$ cat src/rtl/uart_pkg.sv
// Shared definitions for the UART blocks.
//   - PARITY_* : encodings for the PARITY_MODE parameter.
//   - rx_state_e : receive FSM states (3-bit encoding).
//   - calc_div() : oversample divisor, round(clk_freq / (16 * baud)), at least 1.
package uart_pkg;

    localparam int unsigned PARITY_NONE = 0;
    localparam int unsigned PARITY_ODD  = 1;
    localparam int unsigned PARITY_EVEN = 2;

    typedef enum logic [2:0] {
        S_IDLE   = 3'd0,
        S_START  = 3'd1,
        S_DATA   = 3'd2,
        S_PARITY = 3'd3,
        S_STOP   = 3'd4
    } rx_state_e;

    function automatic int unsigned calc_div(input int unsigned clk_freq,
                                             input int unsigned baud);
        longint unsigned f;
        longint unsigned b;
        longint unsigned q;
        f = clk_freq;
        b = baud;
        q = (f + 8 * b) / (16 * b);
        if (q == 0) begin
            q = 1;
        end
        return 32'(q);
    endfunction

endpackage

$ cat src/rtl/uart_baud_gen.sv
// Oversample tick generator shared by the UART receive and transmit paths.
//   clk     in  system clock
//   rst_n   in  asynchronous active-low reset
//   restart in  synchronous restart: counter returns to 0 on the next clock
//   tick    out one-cycle pulse while the counter sits at DIV-1
module uart_baud_gen #(
    parameter int unsigned DIV = 163
) (
    input  logic clk,
    input  logic rst_n,
    input  logic restart,
    output logic tick
);

    localparam int unsigned CW = (DIV > 1) ? $clog2(DIV) : 1;
    localparam logic [CW-1:0] CNT_LAST = CW'(DIV - 1);

    logic [CW-1:0] cnt_q, cnt_d;

    always_comb begin
        cnt_d = cnt_q + 1'b1;
        if (restart || (cnt_q == CNT_LAST)) begin
            cnt_d = '0;
        end
    end

    assign tick = (cnt_q == CNT_LAST);

    always_ff @(posedge clk or negedge rst_n) begin
        if (!rst_n) begin
            cnt_q <= '0;
        end else begin
            cnt_q <= cnt_d;
        end
    end

endmodule

$ cat src/rtl/uart_rx_deframer.sv
// UART receive deframer: oversamples the rx pin (16x) and recovers start/data/parity/stop
// frames, LSB first.
//   clk          in   system clock
//   rst_n        in   asynchronous active-low reset
//   rx           in   serial line, asynchronous to clk, idles high
//   rx_data      out  last received word, held until the next rx_done_tick
//   rx_done_tick out  one-cycle strobe, rx_data and error flags valid
//   parity_err   out  pulses with rx_done_tick on a parity mismatch
//   framing_err  out  pulses with rx_done_tick when any stop bit sampled low
// Build option: define UART_RX_MAJORITY_EN to take each data/parity/stop bit as the
// 2-of-3 majority of samples 7, 8 and 9; otherwise a single sample at 7 is used.
module uart_rx_deframer
    import uart_pkg::*;
#(
    parameter int unsigned SYS_CLK_FREQ = 50000000,
    parameter int unsigned BAUD_RATE    = 19200,
    parameter int unsigned DATA_BITS    = 8,
    parameter int unsigned STOP_BITS    = 1,
    parameter int unsigned PARITY_MODE  = PARITY_ODD
) (
    input  logic                 clk,
    input  logic                 rst_n,
    input  logic                 rx,
    output logic [DATA_BITS-1:0] rx_data,
    output logic                 rx_done_tick,
    output logic                 parity_err,
    output logic                 framing_err
);

    localparam int unsigned DIV = calc_div(SYS_CLK_FREQ, BAUD_RATE);

    localparam logic [3:0] MID_CNT  = 4'd7;
    localparam logic [3:0] LAST_CNT = 4'd15;
`ifdef UART_RX_MAJORITY_EN
    localparam logic [3:0] DECIDE_CNT = 4'd9;
`else
    localparam logic [3:0] DECIDE_CNT = 4'd7;
`endif
    localparam logic [2:0] DATA_LAST = 3'(DATA_BITS - 1);
    localparam logic [2:0] STOP_LAST = 3'(STOP_BITS - 1);

    // Synchroniser, previous sample and "line genuinely seen high" tracking.
    logic       rx_meta_q, rx_meta_d;
    logic       rx_sync_q, rx_sync_d;
    logic       rx_prev_q, rx_prev_d;
    logic [1:0] fill_q, fill_d;
    logic       seen_high_q, seen_high_d;

    rx_state_e                state_q, state_d;
    logic [3:0]               sample_cnt_q, sample_cnt_d;
    logic [2:0]               bit_cnt_q, bit_cnt_d;
    logic [DATA_BITS-1:0]     shreg_q, shreg_d;
    logic                     bit_val_q, bit_val_d;
    logic                     par_acc_q, par_acc_d;
    logic                     frame_err_q, frame_err_d;
    logic [DATA_BITS-1:0]     rx_data_q, rx_data_d;
    logic                     done_q, done_d;
    logic                     perr_q, perr_d;
    logic                     ferr_q, ferr_d;

    logic tick;
    logic restart;
    logic start_edge;
    logic bit_now;
    logic parity_bad;

    uart_baud_gen #(
        .DIV (DIV)
    ) u_baud_gen (
        .clk     (clk),
        .rst_n   (rst_n),
        .restart (restart),
        .tick    (tick)
    );

    always_comb begin
        rx_meta_d = rx;
        rx_sync_d = rx_meta_q;
        rx_prev_d = rx_sync_q;
        fill_d    = {fill_q[0], 1'b1};
        // The preset synchroniser value must not count as a real high level, so only
        // trust rx_sync once the pipeline has been refilled after reset.
        seen_high_d = seen_high_q | (fill_q[1] & rx_sync_q);
    end

    assign start_edge = seen_high_q & rx_prev_q & ~rx_sync_q;

`ifdef UART_RX_MAJORITY_EN
    logic smp7_q, smp7_d;
    logic smp8_q, smp8_d;

    always_comb begin
        smp7_d = smp7_q;
        smp8_d = smp8_q;
        if (tick && (sample_cnt_q == 4'd7)) begin
            smp7_d = rx_sync_q;
        end
        if (tick && (sample_cnt_q == 4'd8)) begin
            smp8_d = rx_sync_q;
        end
    end

    always_ff @(posedge clk or negedge rst_n) begin
        if (!rst_n) begin
            smp7_q <= 1'b0;
            smp8_q <= 1'b0;
        end else begin
            smp7_q <= smp7_d;
            smp8_q <= smp8_d;
        end
    end

    // Evaluated on the sample-9 tick, so rx_sync_q is the third sample.
    assign bit_now = (smp7_q & smp8_q) | (smp7_q & rx_sync_q) | (smp8_q & rx_sync_q);
`else
    assign bit_now = rx_sync_q;
`endif

    assign parity_bad = (PARITY_MODE == PARITY_ODD)  ? ~par_acc_q :
                        (PARITY_MODE == PARITY_EVEN) ?  par_acc_q : 1'b0;

    always_comb begin
        state_d      = state_q;
        sample_cnt_d = sample_cnt_q;
        bit_cnt_d    = bit_cnt_q;
        shreg_d      = shreg_q;
        bit_val_d    = bit_val_q;
        par_acc_d    = par_acc_q;
        frame_err_d  = frame_err_q;
        rx_data_d    = rx_data_q;
        done_d       = 1'b0;
        perr_d       = 1'b0;
        ferr_d       = 1'b0;
        restart      = 1'b0;

        unique case (state_q)
            S_IDLE: begin
                if (start_edge) begin
                    state_d      = S_START;
                    sample_cnt_d = '0;
                    bit_cnt_d    = '0;
                    par_acc_d    = 1'b0;
                    frame_err_d  = 1'b0;
                    restart      = 1'b1;
                end
            end

            // Confirm the start bit at mid-cell, then ride out its second half so the
            // 0..15 count of every following bit spans exactly one bit cell.
            S_START: begin
                if (tick) begin
                    sample_cnt_d = sample_cnt_q + 4'd1;
                    if ((sample_cnt_q == MID_CNT) && rx_sync_q) begin
                        state_d = S_IDLE;
                    end else if (sample_cnt_q == LAST_CNT) begin
                        state_d = S_DATA;
                    end
                end
            end

            S_DATA: begin
                if (tick) begin
                    sample_cnt_d = sample_cnt_q + 4'd1;
                    if (sample_cnt_q == DECIDE_CNT) begin
                        bit_val_d = bit_now;
                    end
                    if (sample_cnt_q == LAST_CNT) begin
                        shreg_d   = {bit_val_q, shreg_q[DATA_BITS-1:1]};
                        par_acc_d = par_acc_q ^ bit_val_q;
                        if (bit_cnt_q == DATA_LAST) begin
                            bit_cnt_d = '0;
                            state_d   = (PARITY_MODE != PARITY_NONE) ? S_PARITY : S_STOP;
                        end else begin
                            bit_cnt_d = bit_cnt_q + 3'd1;
                        end
                    end
                end
            end

            S_PARITY: begin
                if (tick) begin
                    sample_cnt_d = sample_cnt_q + 4'd1;
                    if (sample_cnt_q == DECIDE_CNT) begin
                        bit_val_d = bit_now;
                    end
                    if (sample_cnt_q == LAST_CNT) begin
                        par_acc_d = par_acc_q ^ bit_val_q;
                        state_d   = S_STOP;
                    end
                end
            end

            // The last stop bit finishes at its sample point rather than at the end of
            // the cell: the half bit of slack keeps a back-to-back start edge visible.
            S_STOP: begin
                if (tick) begin
                    sample_cnt_d = sample_cnt_q + 4'd1;
                    if (sample_cnt_q == DECIDE_CNT) begin
                        frame_err_d = frame_err_q | ~bit_now;
                        if (bit_cnt_q == STOP_LAST) begin
                            state_d   = S_IDLE;
                            rx_data_d = shreg_q;
                            done_d    = 1'b1;
                            perr_d    = parity_bad;
                            ferr_d    = frame_err_q | ~bit_now;
                        end
                    end else if (sample_cnt_q == LAST_CNT) begin
                        bit_cnt_d = bit_cnt_q + 3'd1;
                    end
                end
            end

            default: begin
                state_d = S_IDLE;
            end
        endcase
    end

    always_ff @(posedge clk or negedge rst_n) begin
        if (!rst_n) begin
            rx_meta_q    <= 1'b1;
            rx_sync_q    <= 1'b1;
            rx_prev_q    <= 1'b1;
            fill_q       <= '0;
            seen_high_q  <= 1'b0;
            state_q      <= S_IDLE;
            sample_cnt_q <= '0;
            bit_cnt_q    <= '0;
            shreg_q      <= '0;
            bit_val_q    <= 1'b0;
            par_acc_q    <= 1'b0;
            frame_err_q  <= 1'b0;
            rx_data_q    <= '0;
            done_q       <= 1'b0;
            perr_q       <= 1'b0;
            ferr_q       <= 1'b0;
        end else begin
            rx_meta_q    <= rx_meta_d;
            rx_sync_q    <= rx_sync_d;
            rx_prev_q    <= rx_prev_d;
            fill_q       <= fill_d;
            seen_high_q  <= seen_high_d;
            state_q      <= state_d;
            sample_cnt_q <= sample_cnt_d;
            bit_cnt_q    <= bit_cnt_d;
            shreg_q      <= shreg_d;
            bit_val_q    <= bit_val_d;
            par_acc_q    <= par_acc_d;
            frame_err_q  <= frame_err_d;
            rx_data_q    <= rx_data_d;
            done_q       <= done_d;
            perr_q       <= perr_d;
            ferr_q       <= ferr_d;
        end
    end

    assign rx_data      = rx_data_q;
    assign rx_done_tick = done_q;
    assign parity_err   = perr_q;
    assign framing_err  = ferr_q;

endmodule

$ cat config.mk
export PLATFORM = sky130hd
export DESIGN_NAME = uart_rx_deframer
export DESIGN_NICKNAME = d
export VERILOG_FILES = /design/src/rtl/uart_pkg.sv /design/src/rtl/uart_baud_gen.sv /design/src/rtl/uart_rx_deframer.sv
export SDC_FILE = /design/constraint.sdc
export NUM_CORES = 1
export LEC_CHECK = 0
export ABC_AREA = 0
export CAP_MARGIN = 40
export CORE_MARGIN = 2
export CORE_UTILIZATION = 35
export CTS_CLUSTER_SIZE = 24
export DETAILED_ROUTE_END_ITERATION = 8
export HOLD_SLACK_MARGIN = 0.05
export PLACE_DENSITY = 0.54
export SLEW_MARGIN = 20
export SYNTH_ARGS = -nofsm -noshare
export SYNTH_HDL_FRONTEND = slang
export SYNTH_HIERARCHICAL = 1
export SYNTH_SLANG_ARGS = --single-unit
$ cat constraint.sdc
create_clock -name clk -period 3.15 [get_ports clk]
set_input_delay 0.63 -clock clk [delete_from_list [all_inputs] [get_ports clk]]
set_output_delay 0.63 -clock clk [all_outputs]
set_load 0.02 [all_outputs]
# [Word-level counts from Yosys, hierarchy flattened]
# Index checks and enable logic that the tools add are counted.
# W data, S select, Z words.
[word_totals] reg_bits=46 out_inout_bits=11 word_cells=116
[op_classes] addsub=3 n_eq_ne=24 mux=46 n_bitwise=8 reduce_logical=18
[op_table] cell="$mux W3" n=19
[op_table] cell="$ne A2 B2 Y1 const B" n=12
[op_table] cell="$mux W1" n=19
[op_table] cell="$pmux W3 S5" n=1
[op_table] cell="$reduce_and A4 Y1" n=3
[op_table] cell="$reduce_and A11 Y1" n=1
[op_table] cell="$pmux W3 S3" n=1
[op_table] cell="$reduce_and A3 Y1" n=3
[op_table] cell="$add A8 B1 Y8 const B" n=1
[op_table] cell="$eq A8 B8 Y1 const B" n=1
[op_table] cell="$mux W4" n=2
[op_table] cell="$mux W8" n=1
[op_table] cell="$pmux W4 S2" n=1
[op_table] cell="$reduce_and A7 Y1" n=1
[op_table] cell="$eq A3 B2 Y1 const B" n=2
[op_table] cell="$eq A3 B3 Y1 const B" n=2
[op_table] cell="$logic_not A3 Y1" n=2
[op_table] cell="$ne A2 B1 Y1 const B" n=3
[op_table] cell="$reduce_bool A2 Y1" n=3
[op_table] cell="$add A4 B1 Y4 const B" n=1
[op_table] cell="$eq A4 B3 Y1 const B" n=1
[op_table] cell="$eq A4 B4 Y1 const B" n=1
[op_table] cell="$pmux W1 S2" n=2
[op_table] cell="$reduce_or A4 Y1" n=1
[op_table] cell="other kinds (11)" n=15

# [Longest topological paths before layout]
# Gate-level depths: netlist (run 1).
[logic_depth] ltp_word=6 mapped_depth=10

# [Hierarchy]
# Netlist (run 1), hierarchy kept.
[modules_own_cells] module="uart_rx_deframer" instances=1 cells_per_inst=154 area_per_inst_um2=1776.7 seq_area_each_um2=954.7
[modules_own_cells] module="uart_baud_gen" instances=1 cells_per_inst=43 area_per_inst_um2=425.4 seq_area_each_um2=200.2

# [Least setup slack after synthesis (run 1)]
# OpenSTA, ideal clock, no wires.
[synth_path] path_type="register to register" from="register u_baud_gen.cnt_q[0]" to="register shreg_q[0]" setup_ns=0.128 arrival_ns=2.044 required_ns=3.022 path_slack_ns=0.979 stages_incl_launch_ff=9 n_path_buf=0 path_cell_list="dfrtp_1 -> inv_1 -> ha_1 -> nor4b_2 -> and3_1 -> and2_1 -> and4_1 -> nand3_1 -> mux2_1"
[synth_via] elab_chain_len=2
[synth_rtl] item="from (decl)" line="uart_baud_gen.sv:18" text="logic [CW-1:0] cnt_q, cnt_d;"
[synth_rtl] item="from (signal assigned)" line="uart_baud_gen.sv:33" text="cnt_q <= cnt_d;"
[synth_rtl] item="$eq A8 B8 Y1" line="uart_baud_gen.sv:27" text="assign tick = (cnt_q == CNT_LAST);"
[synth_rtl] item="via tick" line="uart_rx_deframer.sv:61" text="logic tick;"
[synth_rtl] item="$reduce_and A3 Y1 (no line)"
[synth_rtl] item="to (signal assigned)" line="uart_rx_deframer.sv:246" text="shreg_q <= shreg_d;"
[synth_rtl] item="to (decl)" line="uart_rx_deframer.sv:52" text="logic [DATA_BITS-1:0] shreg_q, shreg_d;"
# The timed path passes the listed nets, and every way through them passes these cells.
# A chain may end at the register's enable or synchronous reset.

# [Worst setup path in the final report (run 1)]
[layout_path] from="register u_baud_gen.cnt_q[0]" to="register shreg_q[3]"
# Same word-level chain as after synthesis.

==> qor.csv, run 1 <==
metric;value;unit
drt pass-1 iters;4;
Slew HR;0.652;
Mapped Avg Cell Area;11.2;µm²
number of I/O port buffers;13;
largest family of logic cells by synthesized area;simple AND/OR/NAND/NOR gates;
core footprint;5990;µm²
clk_skew;0.00552;ns
hold-fix buffers at CTS;0;
number of inserted diodes;0;
top cells by area, synth;dfrtp_1, mux2_1, dfstp_2;
xor/xnor cell area share of the yosys netlist;0.0159;
Post-synth EDFFs;0;
CP Capture Type;flop;
top cells by count, synth;dfrtp_1, mux2_1, nor2_1;
clk_lat worst skew;0.29;ns
H-tree levels;2;
Net Sw Power;0.450;mW
via count;1512;
largest net degree at the start of global routing;28;
die height;83.3;µm
first-pass GRT wire length;7.00;mm
Setup crit start kind;flop;
post-synthesis mux area share;0.0932;
worst ir drop on vdd;0.241;mV
gpl congestion;0.718;
die width;83.3;µm
Cell variety after synth;55;
Synth Instances;197;
post-route ant nets;0;
mapped cell area;2200;µm²
crit-path max FO;8;
leakage power;1.15;nW
Num CTS Buffers;5;
clk root buf;clkbuf_8;
fmax;400;MHz
cts repair resizes;0;
top-count cell post-synth;dfrtp_1;
CTS Buffer Depth;2;
total power;1.42;mW
Slew @ Worst Pin;0.520;ns
NumNets Final;223;
Final Hold Fails;0;
antenna violations before repair;0;
Post-CTS Setup Bufs;0;
Crit path required time;3.33;ns
top-area cell type share of the netlist area;0.489;
CTS tree;yes;
Synth Flop Type;dfrtp_1;
Via-to-Cell Ratio;5.21;
DRT iter0 DRCs;79;
setup TNS;0;ns
power per cell area;565;nW/µm²
Ys Warns;6;
syn_nets;206;
clk slew on worst S/H paths;0.08;ns
fin. max-slew vios;0;
clock network fraction of design power;0.267;
wire length after detailed routing;3.87;mm
drc violations;0;
Hold WC Path Type;in -> async;
ys async rst share;1.00;
DR WL/cell;13.3;µm
Rows;28;
Maximum Capacitance Violations;0;
vias in the first global route;1530;
Final setup viols;0;
Synth area leader;dfrtp_1;
Post-Synth Adder-Cell Area;0.0341;
Die ar.;6940;µm²
HPWL reported at the end of detailed placement;2.68;mm
Int Pwr;0.973;mW
status;complete, no violations;
io pins;14;
Area Growth Syn to Fin;14.4;%
sequential power share;0.540;
synthesized flop and latch total;46;
Congestion Overflow GR;0;
FILL cells;581;
WP data arrival;2.68;ns
Simple-Gate Fraction of Synth Area;0.156;
gr usage total;0.122;
RSZ-0062 raised after global routing;false;
Initial Utilization;0.368;
Setup Crit Path Kind;reg -> reg;
post-synthesis compound-gate area fraction;0.141;
Comb power frac;0.193;
Tmin final;2.50;ns
Switching Share;0.316;
fin crit share;0.793;
layout cells sized above 1;0.102;
sequential cell area fraction in the yosys report;0.524;
CTS Sinks;46;
power groups by stage:
stage	Sequential, mW	Combinational, mW	Clock [mW]
floorplan	0.742	0.239	0
CTS	0.769	0.278	0.393
detailed placement	0.779	0.276	0
finish	0.769	0.274	0.380
global route	0.788	0.327	0.419
global placement	0.779	0.277	0
logic make-up after synthesis:
| family | count (synthesis) |
|---|---|
| AO/OA/AOI/OAI | 44 |
| XOR/XNOR | 4 |
| adder cells (fa/ha/maj) | 6 |
| buffers and inverters | 16 |
| flip-flops | 46 |
| multiplexers | 18 |
| other | 1 |
| AND/OR/NAND/NOR | 62 |
state kept, by name, summed over array words and instances (netlist names):
name              count
bit_cnt_q             3
bit_now               1
bit_val_q             1
fill_q                2
frame_err_q           1
framing_err           1
par_acc_q             1
parity_err            1
rx_data               8
rx_done_tick          1
rx_meta_q             1
rx_prev_q             1
sample_cnt_q          4
seen_high_q           1
shreg_q               8
state_q               3
u_baud_gen/cnt_q      8
per-stage QoR:
step / utilization / instance area (µm²) / hold WS [ns] / setup slack (ns) / cells
2_1_floorplan: - / 2200 / 0.331 / 0.979 / 197
3_3_place_gp: 0.401 / 2400 / 0.333 / 0.755 / 281
3_5_place_dp: 0.405 / 2420 / 0.336 / 0.681 / 282
4_1_cts: 0.420 / 2520 / 0.294 / 0.638 / 290
5_1_grt: 0.420 / 2520 / 0.322 / 0.449 / 290
6_report: 0.420 / 2520 / 0.280 / 0.652 / 290
layout by cell type, fill, tap and decap left out, types with 2 or more instances in the layout:
| cell type | n |
|---|---|
| a211oi_1 | 3 |
| a21oi_1 | 10 |
| a31oi_1 | 2 |
| a41oi_1 | 2 |
| and2_1 | 2 |
| and3_1 | 2 |
| and4_1 | 3 |
| buf_4 | 3 |
| clkbuf_8 | 6 |
| clkdlybuf4s50_1 | 12 |
| dfrtp_1 | 43 |
| dfstp_2 | 3 |
| ha_1 | 6 |
| inv_1 | 8 |
| mux2_1 | 16 |
| nand2_1 | 8 |
| nand2b_1 | 2 |
| nand3_1 | 8 |
| nand3b_1 | 2 |
| nand4_1 | 2 |
| nor2_1 | 15 |
| nor2_2 | 2 |
| nor2b_1 | 4 |
| nor3_1 | 4 |
| o211ai_1 | 2 |
| o21ai_0 | 2 |
| o21ai_1 | 6 |
| o221ai_1 | 2 |
| o31ai_1 | 3 |
| o41ai_1 | 2 |
| or3_1 | 2 |
| xnor2_1 | 2 |
| xor2_1 | 2 |
per-layer routing:
metal,track usage,part of all wire
met1,0.163,0.52
met2,0.190,0.44
met3,0.0298,0.022
met4,0.0492,0.018
met5,0,0
worst max-delay path: stages (launching register included):
cell and delay (ns):
dfrtp_1 0.43, inv_1 0.07, ha_1 0.13, nor4b_2 0.27, and3_1 0.21, and2_1 0.20, and4_1 0.30, nand3_1 0.35
mux2_1 0.43
layout make-up:
cell class	instances	area, µm²	area share
clock buffers	7	86.3	0.0343
clock inverters	1	8.76	0.00348
inverters	9	33.8	0.0134
multi-input cells	135	973	0.386
flip-flops and latches	46	1150	0.459
well taps	75	93.8	0.0373
repair buffers	17	168	0.0666
worst paths after layout:
check | from | to | slack (ns) | depth (start not counted)
worst max-delay path | u_baud_gen/cnt_q[0] | shreg_q[3] | 0.65 | 8
worst min-delay path | rst_n | rx_data[3] | 0.28 | 1
worst max register to register | u_baud_gen/cnt_q[0] | shreg_q[3] | 0.65 | 8
worst min register to register | fill_q[0] | fill_q[1] | 0.35 | 0
max in group asynchronous | rst_n | bit_now | 2.31 | 2
min in group clk | fill_q[0] | fill_q[1] | 0.35 | 0
No activity file was read; power rests on OpenSTA's default activity.
==> run 2: changes to the inputs <==
==> constraint.sdc (replaced) <==
create_clock -name clk -period 2.4 [get_ports clk]
set_input_delay 0.48 -clock clk [delete_from_list [all_inputs] [get_ports clk]]
set_output_delay 0.48 -clock clk [all_outputs]
set_load 0.02 [all_outputs]
==> qor.csv, run 2 (same netlist as run 1, synthesis figures left out) <==
metric;value;unit;change
vias in the first global route;1487;;-2.8%
gpl congestion;0.800;;+11%
clk root buf;clkbuf_8;;
final worst slack;0.171;ns;-0.481 ns
CP max stage delay;0.38;ns;-0.05 ns
Crit path required time;2.59;ns;-0.74 ns
status;complete, no violations;;
CP Capture Type;flop;;
fin crit share;0.929;;+0.136
metal3 WL;87;µm;+1.2%
Congestion Overflow GR;0;;unchanged
H-tree levels;2;;unchanged
Tmin final;2.23;ns;-0.269 ns
clk_skew;0.00714;ns;+0.00162 ns
clk_lat worst skew;0.30;ns;about the same
layout cells sized above 1;0.131;;+0.0283
FILL cells;574;;-1.2%
Die ar.;6940;µm²;unchanged
Rows;28;;unchanged
power per cell area;752;nW/µm²;+33%
crit-path max FO;6;;-2
Slew @ Worst Pin;0.573;ns;+0.0531 ns
Setup crit start kind;flop;;
NumNets Final;230;;+3.1%
register area;1150;µm²;unchanged
worst ir drop on vdd;0.378;mV;+57%
HPWL reported at the end of detailed placement;2.67;mm;-0.47%
Initial Utilization;0.368;;unchanged
crit-path cells;inv_1, ha_1, nor4b_4, and3_1, and2_1, and4_1, a21oi_1, a2bb2oi_1, buf_4, o41ai_1;;
WP data arrival;2.42;ns;-0.26 ns
Hold WC Path Type;in -> async;;
core footprint;5990;µm²;unchanged
io pins;14;;unchanged
wire length after detailed routing;3.98;mm;+2.9%
Final setup viols;0;;unchanged
CTS Buffer Depth;2;;unchanged
commonest non-fill, non-tap cell in the layout;dfrtp_1;;
setup TNS;0;ns;unchanged
clk slew on worst S/H paths;0.09;ns;about the same
drc violations;0;;unchanged
fmax;449;MHz;+12%
Via-to-Cell Ratio;5.10;;-2.2%
CTS Sinks;46;;unchanged
area of the multi-input gates;982;µm²;+0.90%
commonest non-fill, non-tap cells in the layout;dfrtp_1, mux2_1, nor2_1;;
antenna violations before repair;0;;unchanged
first-pass GRT wire length;7.13;mm;+1.9%
die height;83.3;µm;unchanged
leakage power;1.18;nW;+2.7%
largest net degree at the start of global routing;47;;+68%
Post-CTS Setup Bufs;0;;unchanged
CTS tree;yes;;
FF-to-FF path depth;10;;+2
post-route ant nets;0;;unchanged
DRT iter0 DRCs;80;;+1.3%
Setup Crit Path Kind;reg -> reg;;
number of inserted diodes;0;;unchanged
Maximum Capacitance Violations;0;;unchanged
Area Growth Syn to Fin;16.6;%;
gr usage total;0.128;;+0.00573
fin. max-slew vios;0;;unchanged
pre-CTS WS;0.0965;ns;-0.584 ns
die width;83.3;µm;unchanged
number of I/O port buffers;13;;unchanged
metal2 WL;1.70;mm;+0.24%
Crit-path slowest cell;dfrtp_1;;
via count;1515;;+0.20%
Slew HR;0.618;;-0.0341
uppermost layer routed;met4;;
DR WL/cell;13.4;µm;+0.52%
Final Hold Fails;0;;unchanged
Num CTS Buffers;5;;unchanged
RSZ-0062 raised after global routing;false;;
WL met1;2.12;mm;+5.2%
drt pass-1 iters;4;;unchanged
==> run 2: routing by layer <==
metal | vias to the layer above | global-route usage
met5 | - | 0
met2 | 14 | 0.177
li1 | 762 | -
met4 | 0 | 0.0581
met3 | 5 | 0.0328
met1 | 734 | 0.186
==> run 2: path summary, 6_finish.rpt <==
kind | startpoint | end | slack (ns)
max | u_baud_gen/cnt_q[0] | bit_cnt_q[2] | 0.17
min | rst_n | shreg_q[7] | 0.26
max reg2reg | u_baud_gen/cnt_q[0] | bit_cnt_q[2] | 0.17
min reg2reg | fill_q[0] | fill_q[1] | 0.36
max in group asynchronous | rst_n | u_baud_gen/cnt_q[4] | 1.76
min in group clk | fill_q[0] | fill_q[1] | 0.36
==> run 2: timing repair <==
| action | 4_1_cts | 5_1_grt |
|---|---|---|
| endpoints found under the setup margin | 0 | 5 |
| gates resized for setup | 0 | 1 |
| hold buffers | 0 | 0 |
==> run 2: where the power goes <==
part | internal (mW) | switching (mW)
Combinational | 0.206 | 0.239
Clock | 0.238 | 0.260
Sequential | 0.870 | 0.117
Total | 1.31 | 0.616
==> run 2: critical path, delay by kind of cell, from the launching register on <==
family          cells  cell delay [ns]
compound gates      3             0.53
fa+ha+maj           1             0.14
buf+inv             2             0.20
flops               1             0.38
simple gates        4             0.88
==> run 2: stage by stage <==
step | cells | util | hold WS, ns | cell area (µm²) | power [mW]
after CTS | 297 | 0.427 | 0.271 | 2560 | 1.95
after global placement | 289 | 0.411 | 0.333 | 2460 | 1.43
after global routing | 297 | 0.429 | 0.311 | 2570 | 2.08
after floorplan | 197 | - | 0.184 | 2200 | 1.29
final | 297 | 0.429 | 0.262 | 2570 | 1.93
after detailed placement | 289 | 0.411 | 0.339 | 2460 | 1.44
==> run 2: layout make-up <==
| cell class | count | share of cell area |
|---|---|---|
| clock inverter | 1 | 0.00341 |
| inverter | 9 | 0.0132 |
| timing repair buffer | 24 | 0.0809 |
| tap | 75 | 0.0365 |
| clock buffer | 7 | 0.0336 |
| multi-input combinational | 135 | 0.383 |
| sequential | 46 | 0.450 |
